### src/rtl/alu_seq_ctrl_if.sv
// alu_seq_ctrl_if: request/result handshake and ALU16 datapath port bundle
interface alu_seq_ctrl_if;
  logic        start, sub, busy, done, alu_bnegate, alu_cin, alu_carry;
  logic [2:0]  op, alu_op;
  logic [15:0] a, b, result, alu_a, alu_b, alu_result;
  modport master (output start, op, sub, a, b, alu_result, alu_carry,
                  input busy, done, result, alu_a, alu_b, alu_op, alu_bnegate, alu_cin);
  modport slave (input start, op, sub, a, b, alu_result, alu_carry,
                 output busy, done, result, alu_a, alu_b, alu_op, alu_bnegate, alu_cin);
endinterface

### src/rtl/alu_seq_ctrl.sv
// alu_seq_ctrl: sequencer driving an external ALU16 for single-cycle ops and iterative shifts; ALU_SEQ_EARLY_EXIT_EN ends shifts once work saturates
module alu_seq_ctrl (
  input logic clk,
  input logic rst,
  alu_seq_ctrl_if.slave bus
);
  typedef enum logic [1:0] {IDLE, EXEC, SHIFT} state_t;
  state_t state, state_nxt;
  logic [2:0] op;
  logic sub, last, exec, shl, neg, ovf, unused;
  logic [15:0] a, b, work, shifted, work_nxt;
  logic [3:0] cnt;
  assign unused = bus.alu_carry;
  assign exec = state == EXEC;
  assign shl = state == SHIFT && op == 3'b111;
  assign neg = exec && (op == 3'b001 || (op == 3'b100 && sub));
  assign bus.busy = state != IDLE;
  assign bus.alu_a = exec ? a : shl ? work : '0;
  assign bus.alu_b = exec ? b : shl ? work : '0;
  assign bus.alu_op = (neg || shl || (exec && op == 3'b101)) ? 3'b100 : exec ? op : 3'b000;
  assign bus.alu_bnegate = neg;
  assign bus.alu_cin = neg;
  // next state, shift step and termination decision
  always_comb begin
    shifted = op == 3'b111 ? bus.alu_result : {work[15], work[15:1]};
    work_nxt = cnt == 4'd0 ? work : shifted;
    ovf = (a[15] ^ b[15]) & (a[15] ^ bus.alu_result[15]);
`ifdef ALU_SEQ_EARLY_EXIT_EN
    last = cnt <= 4'd1 || work_nxt == 16'h0000 || (op == 3'b110 && work_nxt == 16'hffff);
`else
    last = cnt <= 4'd1;
`endif
    state_nxt = state == IDLE ? (bus.start ? (bus.op[2:1] == 2'b11 ? SHIFT : EXEC) : IDLE) :
                state == EXEC ? IDLE : (last ? IDLE : SHIFT);
  end
  // state register
  always_ff @(posedge clk)
    state <= rst ? IDLE : state_nxt;
  // operand latch, shift iteration, result capture and done pulse
  always_ff @(posedge clk) begin
    if (rst) begin
      op <= '0;
      sub <= 1'b0;
      a <= '0;
      b <= '0;
      work <= '0;
      cnt <= '0;
      bus.result <= '0;
      bus.done <= 1'b0;
    end else begin
      bus.done <= exec || (state == SHIFT && last);
      if (state == IDLE && bus.start) begin
        op <= bus.op;
        sub <= bus.sub;
        a <= bus.a;
        b <= bus.b;
        work <= bus.a;
        cnt <= bus.b[3:0];
      end
      if (state == SHIFT) begin
        work <= work_nxt;
        cnt <= cnt - 4'd1;
      end
      if (exec)
        bus.result <= op == 3'b001 ? {15'b0, bus.alu_result[15] ^ ovf} : bus.alu_result;
      if (state == SHIFT && last)
        bus.result <= work_nxt;
    end
  end
endmodule

### src/flat_wrapper.sv
// flat-port wrapper written by rule: the top's interface ports become plain ports
module alu_seq_ctrl_flat 
  (clk, rst, bus_start, bus_op, bus_sub, bus_a, bus_b, bus_alu_result, bus_alu_carry, bus_busy, bus_done, bus_result, bus_alu_a, bus_alu_b, bus_alu_op, bus_alu_bnegate, bus_alu_cin);
  alu_seq_ctrl_if bus_i ();
  input logic clk;
  input logic rst;
  input wire logic [$bits(bus_i.start)-1:0] bus_start;
  input wire logic [$bits(bus_i.op)-1:0] bus_op;
  input wire logic [$bits(bus_i.sub)-1:0] bus_sub;
  input wire logic [$bits(bus_i.a)-1:0] bus_a;
  input wire logic [$bits(bus_i.b)-1:0] bus_b;
  input wire logic [$bits(bus_i.alu_result)-1:0] bus_alu_result;
  input wire logic [$bits(bus_i.alu_carry)-1:0] bus_alu_carry;
  output wire logic [$bits(bus_i.busy)-1:0] bus_busy;
  output wire logic [$bits(bus_i.done)-1:0] bus_done;
  output wire logic [$bits(bus_i.result)-1:0] bus_result;
  output wire logic [$bits(bus_i.alu_a)-1:0] bus_alu_a;
  output wire logic [$bits(bus_i.alu_b)-1:0] bus_alu_b;
  output wire logic [$bits(bus_i.alu_op)-1:0] bus_alu_op;
  output wire logic [$bits(bus_i.alu_bnegate)-1:0] bus_alu_bnegate;
  output wire logic [$bits(bus_i.alu_cin)-1:0] bus_alu_cin;
  assign bus_i.start = bus_start;
  assign bus_i.op = bus_op;
  assign bus_i.sub = bus_sub;
  assign bus_i.a = bus_a;
  assign bus_i.b = bus_b;
  assign bus_i.alu_result = bus_alu_result;
  assign bus_i.alu_carry = bus_alu_carry;
  assign bus_busy = bus_i.busy;
  assign bus_done = bus_i.done;
  assign bus_result = bus_i.result;
  assign bus_alu_a = bus_i.alu_a;
  assign bus_alu_b = bus_i.alu_b;
  assign bus_alu_op = bus_i.alu_op;
  assign bus_alu_bnegate = bus_i.alu_bnegate;
  assign bus_alu_cin = bus_i.alu_cin;
  alu_seq_ctrl u_core (.clk(clk), .rst(rst), .bus(bus_i));
endmodule
### config.mk
export PLATFORM = sky130hd
export DESIGN_NAME = alu_seq_ctrl_flat
export DESIGN_NICKNAME = d
export VERILOG_FILES = /design/src/rtl/alu_seq_ctrl_if.sv /design/src/rtl/alu_seq_ctrl.sv /design/src/flat_wrapper.sv
export SDC_FILE = /design/constraint.sdc
export NUM_CORES = 1
export LEC_CHECK = 0
export BUFFER_PORTS_ARGS = -buffer_cell sky130_fd_sc_hd__buf_4
export CORE_UTILIZATION = 56
export CTS_CLUSTER_DIAMETER = 120
export DETAILED_ROUTE_END_ITERATION = 7
export HOLD_SLACK_MARGIN = 0.1
export PLACE_DENSITY = 0.85
export SLEW_MARGIN = 20
export SYNTH_ARGS = -nofsm -noshare
export SYNTH_HDL_FRONTEND = slang
export SYNTH_SLANG_ARGS = --single-unit
### constraint.sdc
create_clock -name clk -period 3 [get_ports clk]
set_clock_uncertainty 0.2 [all_clocks]
set_input_delay 0.45 -clock clk [delete_from_list [all_inputs] [get_ports clk]]
set_output_delay 0.45 -clock clk [all_outputs]
set_load 0.03 [all_outputs]
==> results.toml, run 1 <==
[sta]
tightest_slew_ns = 1.02
fmax_mhz = 359
rsz0062_at_grt = "no"
finalSetupViolCount = 0
setup_ws_ns = 0.218
fin_tns_setup_ns = 0
hold_viol = 0
fin_crit_sh_pct = 92.7
relSlewSlack_pct = 31.7
final_max_slew_viol_count = 0
finalCriticalPeriod_ns = 2.78

[clock_network]
ctsHoldBuffers = 0
cts_buffers = 9
root_buffer = "clkbuf_8"
post_cts_resize_count = 0
clk_latency_ns = 0.35
cts_buffer_depth = 2
cts_setup_buffers = 0
htree_levels = 3
cts_tree = "yes"
cts_sinks = 75
worst_setup_hold_path_clk_slew_ns = 0.07

[pwr]
ir_drop_uv = 450
p_per_area_nw_per_um2 = 537
p_leak_nw = 1.94

[final_layout]
syn2layout_area_growth_pct = 26.3
instances_no_fill = 627
layout.area.seq_um2 = 1500
n_antenna_cell = 0
multi_input_area_um2 = 1960
n_fill_cell = 497
final_nets = 605
drive_gt1_share_pct = 28.2

[floorplanning]
io-pin-count = 111
die_w_um = 84.4
die_h_um = 84.4
design.die.area_um2 = 7120
core_area_um2 = 6460
initial_core_util_pct = 58.9
rows = 29

[critical_path]
startpoint = "u_core.state[1]"
cp-end-kind = "primary output"
slowest_stage = "dfxtp_1"
timing.rr.end = "u_core.bus.result[0]"
crit_buf_inv = 2
path_class = "reg2out"
crit_family = "simple AND/OR/NAND/NOR gates"
rrSetupSlack_ns = 0.67
cp_cell_sequence = "and2b_4 > and2_1 > buf_12 > nand2_1 > o21ai_0 > buf_4"
critPathLaunchType = "register"
path_max_fanout = 23
ff2ff_path_depth = 5
cp.arrival_ns = 2.13
max_stage_delay_ns = 0.51
reg2reg_from = "u_core.state[1]"
cp.required_ns = 2.35

[yosys]
yosysTopAreaCell = "dfxtp_1"
netlist_instances = 459
ys_top_cells_by_area = "dfxtp_1 39%, nand2_1 9.6%, a22o_1 6.9%"
ys_seq_elements = 75
ys_types = 40
netlist_area_um2 = 3800
yosys.area.top_type_share_pct = 39.5
synth_fp_nets = 518
syn_avg_cell_area_um2 = 8.28
seq_area_frac_synth_pct = 39.5
yosysWarnings = 0

[worst_hold_path]
hold_path_startpoint = "bus_op[1]"
min_to = "u_core.state[0]"
hold_class = "in2reg"
worstHoldPathCells = 2

[placed_design]
dp.cells = 612
io_buffers = 109
gp_congestion = 0.847
dp_hpwl_um = 7380
pre_cts_ws_ns = 0.632

[detailed_routing]
wl_per_cell_um = 17.4
vias = 3930
via_per_inst = 6.27
first_pass_iters = 7
drt-total-wl_um = 10900
drtAntennaViolNets = 0
initialDrtViolationCount = 428
drcViolationCount = 6

[run_status]
violations = "DRC"
status = "finished, violations left"

[global_route]
grt_overflow = 0
antenna_found_initial = 0
grt_max_degree = 77
grt_usage_pct = 30.9
grt_pass1_wl_um = 17400
grt_pass1_vias = 3554

[job]
maxCapViolCount = 0
[sequential cells by signal (all words and copies together) (netlist names)]
name	count
u_core.a	16
u_core.b	16
u_core.bus.result	16
u_core.work	16
u_core.cnt	4
u_core.op	3
u_core.state	2
u_core.bus.done	1
u_core.sub	1
[cells by family after synthesis]
kind of cell	count (synthesis)	share of synthesized area [%]
adders and majority gates	4	1.25
and+or+nand+nor	144	17.4
buffers and inverters	64	8.95
muxes	2	0.560
DFF	75	39.5
AOI/OAI and AO/OA	170	32.3
[Yosys cell counts, drive strengths merged]
cell type / n
a211o: 1
a211oi: 1
a21oi: 52
a221oi: 1
a22o: 30
a22oi: 15
a31oi: 20
a32oi: 2
and2: 2
and2b: 1
and3: 4
buf: 31
clkbuf: 14
dfxtp: 75
ha: 3
inv: 19
maj3: 1
mux2: 1
mux2i: 1
nand2: 97
nand2b: 3
nand3: 3
nand4: 15
nor2: 10
nor2b: 1
nor3: 2
nor3b: 2
o211ai: 43
o21ai: 4
o22ai: 1
or2: 3
or3b: 1
[worst max-delay path by stage]
stage / end / depth (start not counted) / slack [ns]
5_1_grt: bus_alu_b[15] / 6 / 0.14
4_1_cts: bus_alu_b[15] / 6 / 0.25
2_1_floorplan: bus_alu_op[2] / 5 / 0.45
3_3_place_gp: bus_alu_b[15] / 6 / 0.67
6_report: bus_alu_b[15] / 6 / 0.22
3_5_place_dp: bus_alu_b[15] / 6 / 0.63
[stage by stage]
stage,power [mW],hold slack (ns),instance area [um^2],util (%)
finish,2.58,0.120,4800,74.3
global route,2.68,0.129,4800,74.3
CTS,2.57,0.117,4800,74.3
detailed placement,1.63,0.246,4550,70.5
global placement,1.61,0.242,4550,70.5
floorplan,1.47,0.236,3800,-
[layout by cell type, fill, tap and decap left out, types with 9 or more instances in the layout]
cell type / n
nand2_1: 97
inv_1: 19
nand4_1: 15
dfxtp_1: 75
a31oi_1: 19
a22o_1: 30
clkbuf_8: 11
a22oi_1: 15
nor2_1: 9
a21oi_1: 52
buf_4: 120
o211ai_1: 31
o211ai_2: 12
[cell type report]
class                           count  area share [%]
Tap cell                           77            2.01
Clock buffer                       11            3.15
Clock inverter                      4            2.03
Sequential cell                    75            31.3
Timing Repair Buffer              121            19.2
Multi-Input combinational cell    320            40.9
Inverter                           19            1.49
[layer usage]
layer | track usage (%) | vias up | share of wire [%]
li1 | - | 1838 | -
met1 | 43.1 | 1802 | 42
met2 | 46.6 | 265 | 45
met3 | 6.69 | 25 | 11
met4 | 12.8 | 0 | 2.1
met5 | 0 | - | 0
[power breakdown]
part | switching, mW | internal [mW] | total [mW]
Clock | 0.372 | 0.594 | 0.966
Combinational | 0.300 | 0.191 | 0.491
Sequential | 0.0615 | 1.06 | 1.12
Total | 0.733 | 1.85 | 2.58
Power figures use the tool's default switching activity.
==> run 2: changes to the inputs <==
Settings changed: SETUP_SLACK_MARGIN set to 0.5.
==> run 2 against run 1 <==
The flow still finishes with violations (DRC). Worst setup slack gained 0.36 ns. Worst hold slack lost 0.017 ns. Cell count grew 0.48%. Via count grew 0.51%. Maximum frequency grew 15%. Sequential power is essentially flat. Register-to-register slack gained 0.09 ns. Total power shrank 7.1%. Count of clock-buffer cells in the layout is the same. Flip-flop and latch count is the same. Clock power shrank 19%.
==> results.toml, run 2 (synthesis gave the netlist of run 1 again) <==
[detailed_routing]
first_pass_iters = 7
drcViolationCount = 19
via_per_inst = 6.27
drt-total-wl_um = 11000
drtAntennaViolNets = 0
wl_per_cell_um = 17.4
initialDrtViolationCount = 482
vias = 3950

[placed_design]
pre_cts_ws_ns = 0.712
placed_area_um2 = 4550
gp_congestion = 0.865
io_buffers = 109
dp_hpwl_um = 7550

[global_route]
grt_usage_pct = 31.4
grt_pass1_wl_um = 17800
grt_max_degree = 77
grt_pass1_vias = 3596
antenna_found_initial = 0
grt_overflow = 0

[pwr]
p_leak_nw = 1.93
p_per_area_nw_per_um2 = 500
total_power_mw = 2.40
ir_drop_uv = 336

[final_layout]
final_nets = 607
n_antenna_cell = 0
fin_area_um2 = 4790
syn2layout_area_growth_pct = 26.0
n_fill_cell = 505
utilization_pct = 74.1
drive_gt1_share_pct = 29.3
final_cell_mix = "121 x buf_4, 97 x nand2_1, 71 x dfxtp_1, 52 x a21oi_1, 31 x o211ai_1"
final_common_cell = "buf_4"

[sta]
fin_crit_sh_pct = 80.8
fin_tns_setup_ns = 0
finalCriticalPeriod_ns = 2.42
hold_viol = 0
fmax_mhz = 413
rsz0062_at_grt = "no"
setup_ws_ns = 0.577
relSlewSlack_pct = 31.6
finalSetupViolCount = 0
tightest_slew_ns = 1.02
final_max_slew_viol_count = 0

[clock_network]
cts_tree = "yes"
root_buffer = "clkbuf_8"
cts_buffer_depth = 2
clk_latency_ns = 0.35
cts_sinks = 75
htree_levels = 3
cts_buffers = 9
worst_setup_hold_path_clk_slew_ns = 0.08

[worst_hold_path]
hold_class = "in2reg"

[floorplanning]
die_w_um = 84.4
initial_core_util_pct = 58.9
design.die.area_um2 = 7120
core_area_um2 = 6460
rows = 29
io-pin-count = 111
die_h_um = 84.4

[run_status]
violations = "DRC"
status = "finished, violations left"

[critical_path]
cp_cell_sequence = "and2b_4 > and2_4 > buf_4 > a22o_1 > buf_4"
slowest_stage = "dfxtp_2"
crit_top_cell = "buf_4"
path_max_fanout = 11
cp-end-kind = "primary output"
path_class = "reg2out"
cp.required_ns = 2.35
crit_family = "simple AND/OR/NAND/NOR gates"
cp.arrival_ns = 1.77
max_stage_delay_ns = 0.40
crit_buf_inv = 2
critPathLaunchType = "register"

[job]
maxCapViolCount = 0
[run 2: changes by cell type in the layout (fill, tap and decap cells not counted), moves of 2 or more]
cell,previous run,this run
bufinv_16,3,1
clkinv_2,0,3
dfxtp_1,75,71
dfxtp_4,0,3
[run 2: per-layer routing]
layer / vias to the layer above / wire length [um] / global-route usage (%)
li1: 1847 / - / -
met1: 1869 / 4650 / 43.3
met2: 215 / 5080 / 49.0
met3: 19 / 1090 / 6.98
met4: 0 / 169 / 10.3
met5: - / 0 / 0
[run 2: worst paths after layout]
check             slack, ns  cells after the start            start              endpoint
setup / recovery       0.58                      5  u_core.state[0]          bus_alu_b[2]
hold / removal         0.10                      2        bus_op[2]       u_core.state[0]
setup reg to reg       0.76                      7    u_core.cnt[0]  u_core.bus.result[0]
hold reg to reg        0.26                      2     u_core.b[11]          u_core.b[11]
[run 2: worst register-to-register path, cell delays in order, from the launching register on]
cell and delay (ns):
dfxtp_1 0.41, inv_1 0.11, ha_1 0.20, or3b_1 0.17, buf_4 0.42, o211ai_1 0.23, a32oi_1 0.26, o22ai_1 0.09
[run 2: what timing repair did]
| item | 4_1_cts | 5_1_grt |
|---|---|---|
| hold buffers | 1 | 0 |
| endpoints found under the setup margin | 32 | 7 |
| cloned | 0 | 0 |
| endpoints found under the hold margin | 1 | 0 |
| resized for setup | 7 | 5 |
| buffers inserted | 0 | 0 |
[run 2: final cells by class]
cell class	count	area, um^2	share of cell area [%]
multi-input cells	320	1970	41.2
repair buffers	123	938	19.6
clock buffers	11	141	2.95
clock inverters	5	52.6	1.10
flip-flops and latches	75	1510	31.6
well taps	77	96.3	2.01
inverters	19	71.3	1.49
[run 2: power by group]
part / internal [mW] / leakage [nW] / total [mW] / switching, mW
combinational: 0.192 / 1.22 / 0.489 / 0.297
sequential: 1.06 / 0.618 / 1.13 / 0.0661
clock: 0.403 / 0.0991 / 0.779 / 0.376
total: 1.66 / 1.93 / 2.39 / 0.738
[run 2: metrics by stage]
step	cells	hold slack, ns
after floorplan	459	0.236
after global placement	613	0.242
after detailed placement	613	0.247
after CTS	630	0.104
after global routing	630	0.114
final	630	0.103
==> run 3: changes to the inputs <==
Settings changed: CORE_UTILIZATION 56 to 47, PLACE_DENSITY 0.85 to 0.76.
Clock period 3 ns to 2.1 ns, I/O delays scaled along.
==> run 3 against run 2 <==
The run ends with setup timing left. Die area rose by 19%. Critical endpoint is now u_core.work[7]. Largest cell class unchanged. Flip-flop and latch count is the same. Sequential share of layout area decreased by 8.2 points. Non-clock buffer count increased by 75. Total power increased by 64%. Combinational power up 150%. Critical path depth increased by 2. First-iteration DRC count increased by 29%. Worst hold slack worse by 0.00099 ns.
==> results.toml, run 3 (synthesis gave the netlist of run 1 again) <==
[run_status]
status = "finished, violations left"
violations = "setup timing"

[final_layout]
instances_no_fill = 729
final_cell_mix = "86 x buf_4, 80 x nand2_1, 68 x dfxtp_1, 48 x dlygate4sd3_1, 45 x buf_6"
multi_input_area_um2 = 2520
n_antenna_cell = 0
layout.area.seq_um2 = 1510
utilization_pct = 83.2
syn2layout_area_growth_pct = 70.0
final_common_cell = "buf_4"
drive_gt1_share_pct = 44.3
n_fill_cell = 402
final_nets = 683
fin_area_um2 = 6460

[detailed_routing]
initialDrtViolationCount = 623
drt-total-wl_um = 16600
wl_met1_um = 6160
via_per_inst = 6.49
highest_layer = "met4"
wl_per_cell_um = 22.8
wl_met2_um = 8060
first_pass_iters = 6
vias = 4730
dr_wl_met3_um = 1610
drtAntennaViolNets = 0
drcViolationCount = 0

[critical_path]
slowest_stage = "or3b_4"
critPathLaunchType = "register"
max_stage_delay_ns = 0.49
path_max_fanout = 8
cp.arrival_ns = 2.31
path_class = "reg2reg"
cp-end-kind = "register"
cp_cell_sequence = "inv_2 > ha_2 > or3b_4 > buf_12 > o211ai_1 > o211ai_1 > a31oi_1"
crit_top_cell = "o211ai_1"
cp.required_ns = 2.10

[floorplanning]
initial_core_util_pct = 48.9
core_area_um2 = 7770
design.die.area_um2 = 8450
io-pin-count = 111
rows = 32
die_w_um = 91.9
die_h_um = 91.9

[sta]
fmax_mhz = 432
fin_tns_setup_ns = -2.92
hold_viol = 0
fin_hold_ws_ns = 0.102
finalSetupViolCount = 36
tightest_slew_ns = 0.564
finalCriticalPeriod_ns = 2.32
setup_ws_ns = -0.215
relSlewSlack_pct = 62.4
rsz0062_at_grt = "yes"
final_max_slew_viol_count = 0
fin_crit_sh_pct = 110

[global_route]
grt_pass1_vias = 4202
grt_pass1_wl_um = 21200
grt_usage_pct = 32.5
grt_overflow = 0
antenna_found_initial = 0
grt_max_degree = 43

[pwr]
ir_drop_uv = 428
p_per_area_nw_per_um2 = 609
total_power_mw = 3.93
p_leak_nw = 2.59

[clock_network]
cts_sinks = 75
cts_buffer_depth = 2
cts_buffers = 9
root_buffer = "clkbuf_8"
htree_levels = 3
clk_latency_ns = 0.36
worst_setup_hold_path_clk_slew_ns = 0.08
cts_tree = "yes"

[placed_design]
dp.cells = 645
dp_hpwl_um = 7890
placed_area_um2 = 4850
gp_congestion = 0.864
pre_cts_ws_ns = 0.0196
io_buffers = 109

[worst_hold_path]
hold_class = "in2reg"

[job]
maxCapViolCount = 0
run 3: routing by layer:
layer	GRT usage [%]	up-vias
li1	-	2006
met1	39.4	2250
met2	56.0	386
met3	6.05	88
met4	14.3	0
met5	0	-
run 3: worst paths after layout:
kind,start,to,slack (ns),depth (start not counted)
max,u_core.cnt[1],u_core.work[7],-0.22,7
min,bus_alu_result[5],u_core.bus.result[5],0.10,3
max reg2reg,u_core.cnt[1],u_core.work[7],-0.22,7
min reg2reg,u_core.a[8],u_core.a[8],0.26,2
run 3: what timing repair did:
item                                   CTS  global route
hold buffers                            48             0
setup buffers                           10             4
gates cloned                             6             2
setup endpoints to repair              109           108
endpoints found under the hold margin   67             0
pin swaps                               19            25
gates resized for setup                 76            72
run 3: report_power, final:
| group | internal [mW] | switching [mW] |
|---|---|---|
| Sequential | 1.52 | 0.120 |
| Clock | 0.565 | 0.535 |
| Combinational | 0.568 | 0.629 |
| Total | 2.65 | 1.28 |
run 3: final cells by class:
type | instances | share of cell area, %
clock buffers | 11 | 2.19
clock inverters | 3 | 0.620
inverters | 19 | 1.10
multi-input cells | 321 | 39.0
flip-flops and latches | 75 | 23.4
well taps | 102 | 1.98
repair buffers | 198 | 31.7
run 3: critical path, delay by kind of cell, from the launching register on:
family	cells	cell delay, ns
fa+ha+maj	1	0.16
buf+inv	2	0.26
compound gates	3	0.70
flops	1	0.33
simple gates	1	0.49
